==> src/rtl/wave_udp_tx_pkg.sv <==
// Shared definitions for the waveform UDP link; the DA receive side imports the same package
// so both ends agree on FSM encoding defaults and header byte layout.
package wave_udp_tx_pkg;

  typedef enum logic [2:0] {
    StIdle,
    StHdrStart,
    StHdrSend,
    StDataWait,
    StDataStart,
    StDataSend
  } state_e;

  localparam int unsigned PktBytesDef = 1024;
  localparam int unsigned HdrBytesDef = 4;
  localparam int unsigned CntWDef     = 13;

  // Frequency word travels high byte first.
  localparam bit HdrMsbFirst = 1'b1;

  function automatic logic [7:0] hdr_byte(input logic [15:0] freq, input logic [15:0] idx);
    logic [7:0] first;
    logic [7:0] second;
    logic [7:0] res;
    first  = HdrMsbFirst ? freq[15:8] : freq[7:0];
    second = HdrMsbFirst ? freq[7:0] : freq[15:8];
    if (idx == 16'd0) begin
      res = first;
    end else if (idx == 16'd1) begin
      res = second;
    end else begin
      res = 8'h00;
    end
    return res;
  endfunction

endpackage

==> src/rtl/wave_udp_tx_if.sv <==
// Byte-wide UDP transmit core handshake: master is the packet source, slave is the UDP core.
interface wave_udp_tx_if;

  logic        udp_tx_start_en;
  logic [15:0] udp_tx_byte_num;
  logic        udp_tx_req;
  logic [7:0]  udp_tx_data;
  logic        udp_tx_done;

  modport master (
    output udp_tx_start_en,
    output udp_tx_byte_num,
    output udp_tx_data,
    input  udp_tx_req,
    input  udp_tx_done
  );

  modport slave (
    input  udp_tx_start_en,
    input  udp_tx_byte_num,
    input  udp_tx_data,
    output udp_tx_req,
    output udp_tx_done
  );

endinterface

==> src/rtl/wave_udp_tx_hdr_mux.sv <==
// Header payload byte select: frequency word bytes first, zero padding after.
module wave_udp_tx_hdr_mux
  import wave_udp_tx_pkg::*;
#(
  parameter int unsigned HDR_BYTES = HdrBytesDef
) (
  input  logic [15:0] freq,
  input  logic [15:0] idx,
  output logic [7:0]  sel_byte
);

  localparam logic [15:0] HdrLen = 16'(HDR_BYTES);

  always_comb begin
    sel_byte = 8'h00;
    if (idx < HdrLen) begin
      sel_byte = hdr_byte(freq, idx);
    end
  end

endmodule

==> src/rtl/wave_udp_tx.sv <==
// Acquisition-side transmit controller: one header packet per session (or per freq_update),
// then fixed-length waveform packets drained from the sample FIFO.
module wave_udp_tx
  import wave_udp_tx_pkg::*;
#(
  parameter int unsigned PKT_BYTES = PktBytesDef,
  parameter int unsigned HDR_BYTES = HdrBytesDef,
  parameter int unsigned CNT_W     = CntWDef
) (
  input  logic             clk,
  input  logic             rst_n,
  input  logic             tx_enable,
  input  logic [15:0]      freq_word,
  input  logic             freq_update,
  input  logic [CNT_W-1:0] rd_data_count,
  input  logic [7:0]       fifo_dout,
  output logic             fifo_rd_en,
  output logic             hdr_sent,
  wave_udp_tx_if.master    udp
);

  localparam logic [15:0] PktLen = 16'(PKT_BYTES);
  localparam logic [15:0] HdrLen = 16'(HDR_BYTES);

  state_e      state_q;
  logic [15:0] cnt_q;
  logic [15:0] freq_q;
  logic        resend_q;
  logic        rd_q;
  logic [7:0]  hdr_data_q;
  logic [7:0]  hdr_next;
  logic        pkt_ready;

  assign pkt_ready = 32'(rd_data_count) >= PKT_BYTES;

  // Combinational so the FIFO's one-cycle read latency lines up with the core's data slot.
  always_comb begin
    fifo_rd_en = 1'b0;
    if (state_q == StDataSend && udp.udp_tx_req && (cnt_q < PktLen)) begin
      fifo_rd_en = 1'b1;
    end
  end

  // Unqualified or excess requests leave both sources at zero, giving 0x00 on the bus.
  assign udp.udp_tx_data = rd_q ? fifo_dout : hdr_data_q;

  wave_udp_tx_hdr_mux #(
    .HDR_BYTES (HDR_BYTES)
  ) u_hdr_mux (
    .freq     (freq_q),
    .idx      (cnt_q),
    .sel_byte (hdr_next)
  );

  always_ff @(posedge clk or negedge rst_n) begin
    if (!rst_n) begin
      state_q             <= StIdle;
      cnt_q               <= 16'd0;
      freq_q              <= 16'd0;
      resend_q            <= 1'b0;
      rd_q                <= 1'b0;
      hdr_data_q          <= 8'h00;
      hdr_sent            <= 1'b0;
      udp.udp_tx_start_en <= 1'b0;
      udp.udp_tx_byte_num <= 16'd0;
    end else begin
      udp.udp_tx_start_en <= 1'b0;
      rd_q                <= fifo_rd_en;
      hdr_data_q          <= 8'h00;

      unique case (state_q)
        StIdle: begin
          hdr_sent <= 1'b0;
          if (tx_enable) begin
            state_q             <= StHdrStart;
            udp.udp_tx_start_en <= 1'b1;
            udp.udp_tx_byte_num <= HdrLen;
          end
        end

        StHdrStart: begin
          freq_q   <= freq_word;
          resend_q <= 1'b0;
          cnt_q    <= 16'd0;
          state_q  <= StHdrSend;
        end

        StHdrSend: begin
          if (udp.udp_tx_req && (cnt_q < HdrLen)) begin
            hdr_data_q <= hdr_next;
            cnt_q      <= cnt_q + 16'd1;
          end
          if (udp.udp_tx_done) begin
            hdr_sent <= 1'b1;
            state_q  <= StDataWait;
          end
        end

        StDataWait: begin
          if (!tx_enable) begin
            hdr_sent <= 1'b0;
            state_q  <= StIdle;
          end else if (resend_q) begin
            state_q             <= StHdrStart;
            udp.udp_tx_start_en <= 1'b1;
            udp.udp_tx_byte_num <= HdrLen;
          end else if (pkt_ready) begin
            state_q             <= StDataStart;
            udp.udp_tx_start_en <= 1'b1;
            udp.udp_tx_byte_num <= PktLen;
          end
        end

        StDataStart: begin
          cnt_q   <= 16'd0;
          state_q <= StDataSend;
        end

        StDataSend: begin
          if (fifo_rd_en) begin
            cnt_q <= cnt_q + 16'd1;
          end
          if (udp.udp_tx_done) begin
            state_q <= StDataWait;
          end
        end

        default: state_q <= StIdle;
      endcase

      // A request landing on the HDR_START cycle survives the clear and forces a second header.
      if (freq_update) begin
        resend_q <= 1'b1;
      end
    end
  end

endmodule

==> src/flat_wrapper.sv <==
// flat-port wrapper written by rule: the top's interface ports become plain ports
module wave_udp_tx_flat import wave_udp_tx_pkg::*;
#(
  parameter int unsigned PKT_BYTES = PktBytesDef,
  parameter int unsigned HDR_BYTES = HdrBytesDef,
  parameter int unsigned CNT_W     = CntWDef
)
  (clk, rst_n, tx_enable, freq_word, freq_update, rd_data_count, fifo_dout, fifo_rd_en, hdr_sent, udp_udp_tx_start_en, udp_udp_tx_byte_num, udp_udp_tx_data, udp_udp_tx_req, udp_udp_tx_done);
  wave_udp_tx_if udp_i ();
  input  logic clk;
  input  logic rst_n;
  input  logic tx_enable;
  input  logic [15:0] freq_word;
  input  logic freq_update;
  input  logic [CNT_W-1:0] rd_data_count;
  input  logic [7:0] fifo_dout;
  output logic fifo_rd_en;
  output logic hdr_sent;
  output wire logic [$bits(udp_i.udp_tx_start_en)-1:0] udp_udp_tx_start_en;
  output wire logic [$bits(udp_i.udp_tx_byte_num)-1:0] udp_udp_tx_byte_num;
  output wire logic [$bits(udp_i.udp_tx_data)-1:0] udp_udp_tx_data;
  input wire logic [$bits(udp_i.udp_tx_req)-1:0] udp_udp_tx_req;
  input wire logic [$bits(udp_i.udp_tx_done)-1:0] udp_udp_tx_done;
  assign udp_udp_tx_start_en = udp_i.udp_tx_start_en;
  assign udp_udp_tx_byte_num = udp_i.udp_tx_byte_num;
  assign udp_udp_tx_data = udp_i.udp_tx_data;
  assign udp_i.udp_tx_req = udp_udp_tx_req;
  assign udp_i.udp_tx_done = udp_udp_tx_done;
  wave_udp_tx #(.PKT_BYTES(PKT_BYTES), .HDR_BYTES(HDR_BYTES), .CNT_W(CNT_W)) u_core (.clk(clk), .rst_n(rst_n), .tx_enable(tx_enable), .freq_word(freq_word), .freq_update(freq_update), .rd_data_count(rd_data_count), .fifo_dout(fifo_dout), .fifo_rd_en(fifo_rd_en), .hdr_sent(hdr_sent), .udp(udp_i));
endmodule
==> config.mk <==
export PLATFORM = sky130hd
export DESIGN_NAME = wave_udp_tx_flat
export DESIGN_NICKNAME = d
export VERILOG_FILES = /design/src/rtl/wave_udp_tx_pkg.sv /design/src/rtl/wave_udp_tx_if.sv /design/src/rtl/wave_udp_tx_hdr_mux.sv /design/src/rtl/wave_udp_tx.sv /design/src/flat_wrapper.sv
export SDC_FILE = /design/constraint.sdc
export NUM_CORES = 1
export LEC_CHECK = 0
export BUFFER_PORTS_ARGS = -buffer_cell sky130_fd_sc_hd__buf_2
export CORE_MARGIN = 2
export CORE_UTILIZATION = 54
export CTS_BUF_LIST = sky130_fd_sc_hd__clkbuf_8
export DETAILED_ROUTE_END_ITERATION = 8
export GPL_TIMING_DRIVEN = 0
export PLACE_DENSITY = 0.8
export SYNTH_ARGS = -nofsm -noshare
export SYNTH_HDL_FRONTEND = slang
export SYNTH_HIERARCHICAL = 1
export SYNTH_SLANG_ARGS = --single-unit
==> constraint.sdc <==
create_clock -name clk -period 2.4 [get_ports clk]
set_input_delay 0.24 -clock clk [delete_from_list [all_inputs] [get_ports clk]]
set_output_delay 0.24 -clock clk [all_outputs]
set_load 0.01 [all_outputs]
==> impl_metrics.yaml <==
logic_synthesis:
  synth_area_leaders: "dfrtp_1 49%, mux2_2 11%, mux2i_1 4.4%"
  synth_cell_types: 42
  synth_top_area_share: 0.490
  syn_area_sq_um: 2500
  synth_cells: 231
  yosysTopAreaCell: "dfrtp_1"
  yosys_warnings: 6
  syn_area_per_cell_sq_um: 10.8
  synth_seq_cells: 49
  ys_seq_area_frac: 0.490
sta:
  fin_tns_setup_ps: 0
  fmax_mhz: 484
  finalHoldViolCount: 0
  slew_headroom: 0.299
  fin_crit_sh: 0.861
  worst_pin_slew_ps: 1050
  maxSlewViolCount: 0
  fin_crit_ps: 2070
  skew_ps: 8.97
  setup_viol: 0
  rsz0062_at_grt: "no"
clock_network:
  clock_latency_ps: 300
  htreeDepth: 2
  clock_path_buffers: 2
  clock_sinks: 49
  cts_inserted_buffers: 5
  postCtsSetupBuffers: 0
  ctsRootBufferMaster: "clkbuf_8"
  post_cts_resized: 0
  clkTransAtPathRegs_ps: 90
  cts_hold_buf: 0
  cts_tree: "built"
placement:
  dpl.cell_count: 341
  gp_congestion: 0.857
  io_buffers: 45
  dp_hpwl_um: 3530
layout:
  layout-area-overhead-vs-synth_pct: 17.4
  n_antenna_cell: 0
  multi_input_area_sq_um: 1150
  fillers: 345
  mostFrequentLayoutCell: "dfrtp_1"
  drive_above_1_share: 0.343
  regArea_sq_um: 1230
  instances_no_fill: 349
  layout_common_cells: "49 x dfrtp_1, 47 x buf_2, 24 x mux2_2"
  nets: 340
drt:
  drc: 0
  num_vias: 1822
  vias_per_cell: 5.22
  dr.pass1.iters: 4
  first_iter_violations: 73
  drtAntennaViolNets: 0
  wl_per_cell_um: 13.7
  drt-total-wl_um: 4780
worst_setup_path:
  crit_slowest_cell: "nor3_2"
  crit_chain: "clkbuf_1, nor3_2, buf_2, mux2_2"
  crit_type: "flip-flop to flip-flop"
  crit_family: "buffers and inverters"
  crit_required_ps: 2590
  startpoint_type: "flip-flop"
  max_stage_delay_ps: 560
  worst-path-buf-inv: 2
  critPathArrivalTime_ps: 2260
  worst-path-max-fanout: 10
  cp-end-kind: "flip-flop"
die:
  core-area_sq_um: 4410
  rows: 24
  start_util: 0.567
  dieArea_sq_um: 5190
  die_h_um: 72.1
  pin_count: 70
  die_x_um: 72.1
global_routing:
  grt.total_usage: 0.198
  gr-total-overflow: 0
  grt_first_pass_wirelength_um: 8070
  grt_max_degree: 50
  antenna_found_initial: 0
  grt_pass1_vias: 1764
pwr:
  powerDensity_nw_per_um2: 970
  p_leak_nw: 1.52
  ir_drop_mv: 0.691
run_status:
  status: "finished, final reports clean"
flow_run:
  maxCapViolCount: 0
worst_hold_path:
  hp-class: "input pin to async pin"
per-layer routing:
metal | vias to the layer above | share of wire | track usage
met5 | - | 0 | 0
met4 | 0 | 0.012 | 0.0713
met3 | 6 | 0.058 | 0.0458
met2 | 58 | 0.48 | 0.317
met1 | 852 | 0.45 | 0.265
li1 | 906 | - | -
path summary, 6_finish.rpt:
check	to	start	slack (ps)	cells past startpoint
worst min register to register	u_core/udp.udp_tx_byte_num[10]	u_core/udp.udp_tx_byte_num[10]	480	1
min in group clk	u_core/resend_q	freq_update	130	2
worst min-delay path	u_core/cnt_q[8]	rst_n	130	1
worst max-delay path	u_core/freq_q[7]	u_core/state_q[1]	330	4
worst max register to register	u_core/freq_q[7]	u_core/state_q[1]	330	4
max in group asynchronous	u_core/hdr_data_q[3]	rst_n	1640	1
where the power goes:
| part | total (W) | internal, W | switching, W | leakage, nW |
|---|---|---|---|---|
| logic | 0.00113 | 0.000537 | 0.000588 | 0.844 |
| registers | 0.00122 | 0.00106 | 0.000155 | 0.630 |
| clock network | 0.000506 | 0.000234 | 0.000272 | 0.0512 |
| total | 0.00285 | 0.00184 | 0.00102 | 1.52 |
metrics by stage:
step           cell area, sq um  utilization  power (W)  worst slack [ps]  hold slack [ps]
2_1_floorplan              2550            -    0.00205               661            -55.6
3_3_place_gp               2840        0.644    0.00230               414              437
3_5_place_dp               2840        0.644    0.00236               368              446
4_1_cts                    2940        0.666    0.00287               336              127
5_1_grt                    2940        0.666    0.00306               223              122
6_report                   2940        0.666    0.00285               333              126
logic make-up after synthesis:
logic type                 after synthesis  share of synthesized area
DFF                                     49                      0.490
buffers and inverters                   30                     0.0700
muxes                                   35                      0.152
and+or+nand+nor                         81                      0.194
AOI/OAI and AO/OA                       31                     0.0765
xor gates and xnor gates                 3                     0.0105
adders and majority gates                1                    0.00500
other                                    1                    0.00150
flip-flops by register name (all words and copies together), names as in the netlist:
register and flops:
u_core/udp.udp_tx_byte_num 2, u_core/cnt_q 16, u_core/hdr_data_q 8, u_core/state_q 3, u_core/hdr_sent 1, u_core/rd_q 1, u_core/freq_q 16, u_core/udp.udp_tx_start_en 1
u_core/resend_q 1
cells in the mapped netlist, drive strengths merged:
cell,count
a31oi,4
conb,1
o31ai,1
o21bai,2
o211ai,1
and4,1
nand2b,2
and2b,2
o32ai,1
mux2i,11
nand2,13
nand3,3
nor4,6
buf,17
o22a,1
or3,5
nor2b,2
ha,1
mux2,24
nor3,5
xor2,1
xnor2,2
a41oi,1
o22ai,1
and3,5
nand4,3
dfrtp,49
o21ai,10
and2,13
a21oi,6
nor4b,2
a21o,3
clkbuf,5
nor2,19
inv,8
layout make-up:
type | count | area share
buffer | 22 | 0.0494
clock buffer | 6 | 0.0281
clock inverter | 2 | 0.00468
inverter | 8 | 0.0102
multi-input combinational | 165 | 0.391
sequential | 49 | 0.417
tap | 52 | 0.0221
timing repair buffer | 45 | 0.0767
No activity file was read; power rests on OpenSTA's default activity.
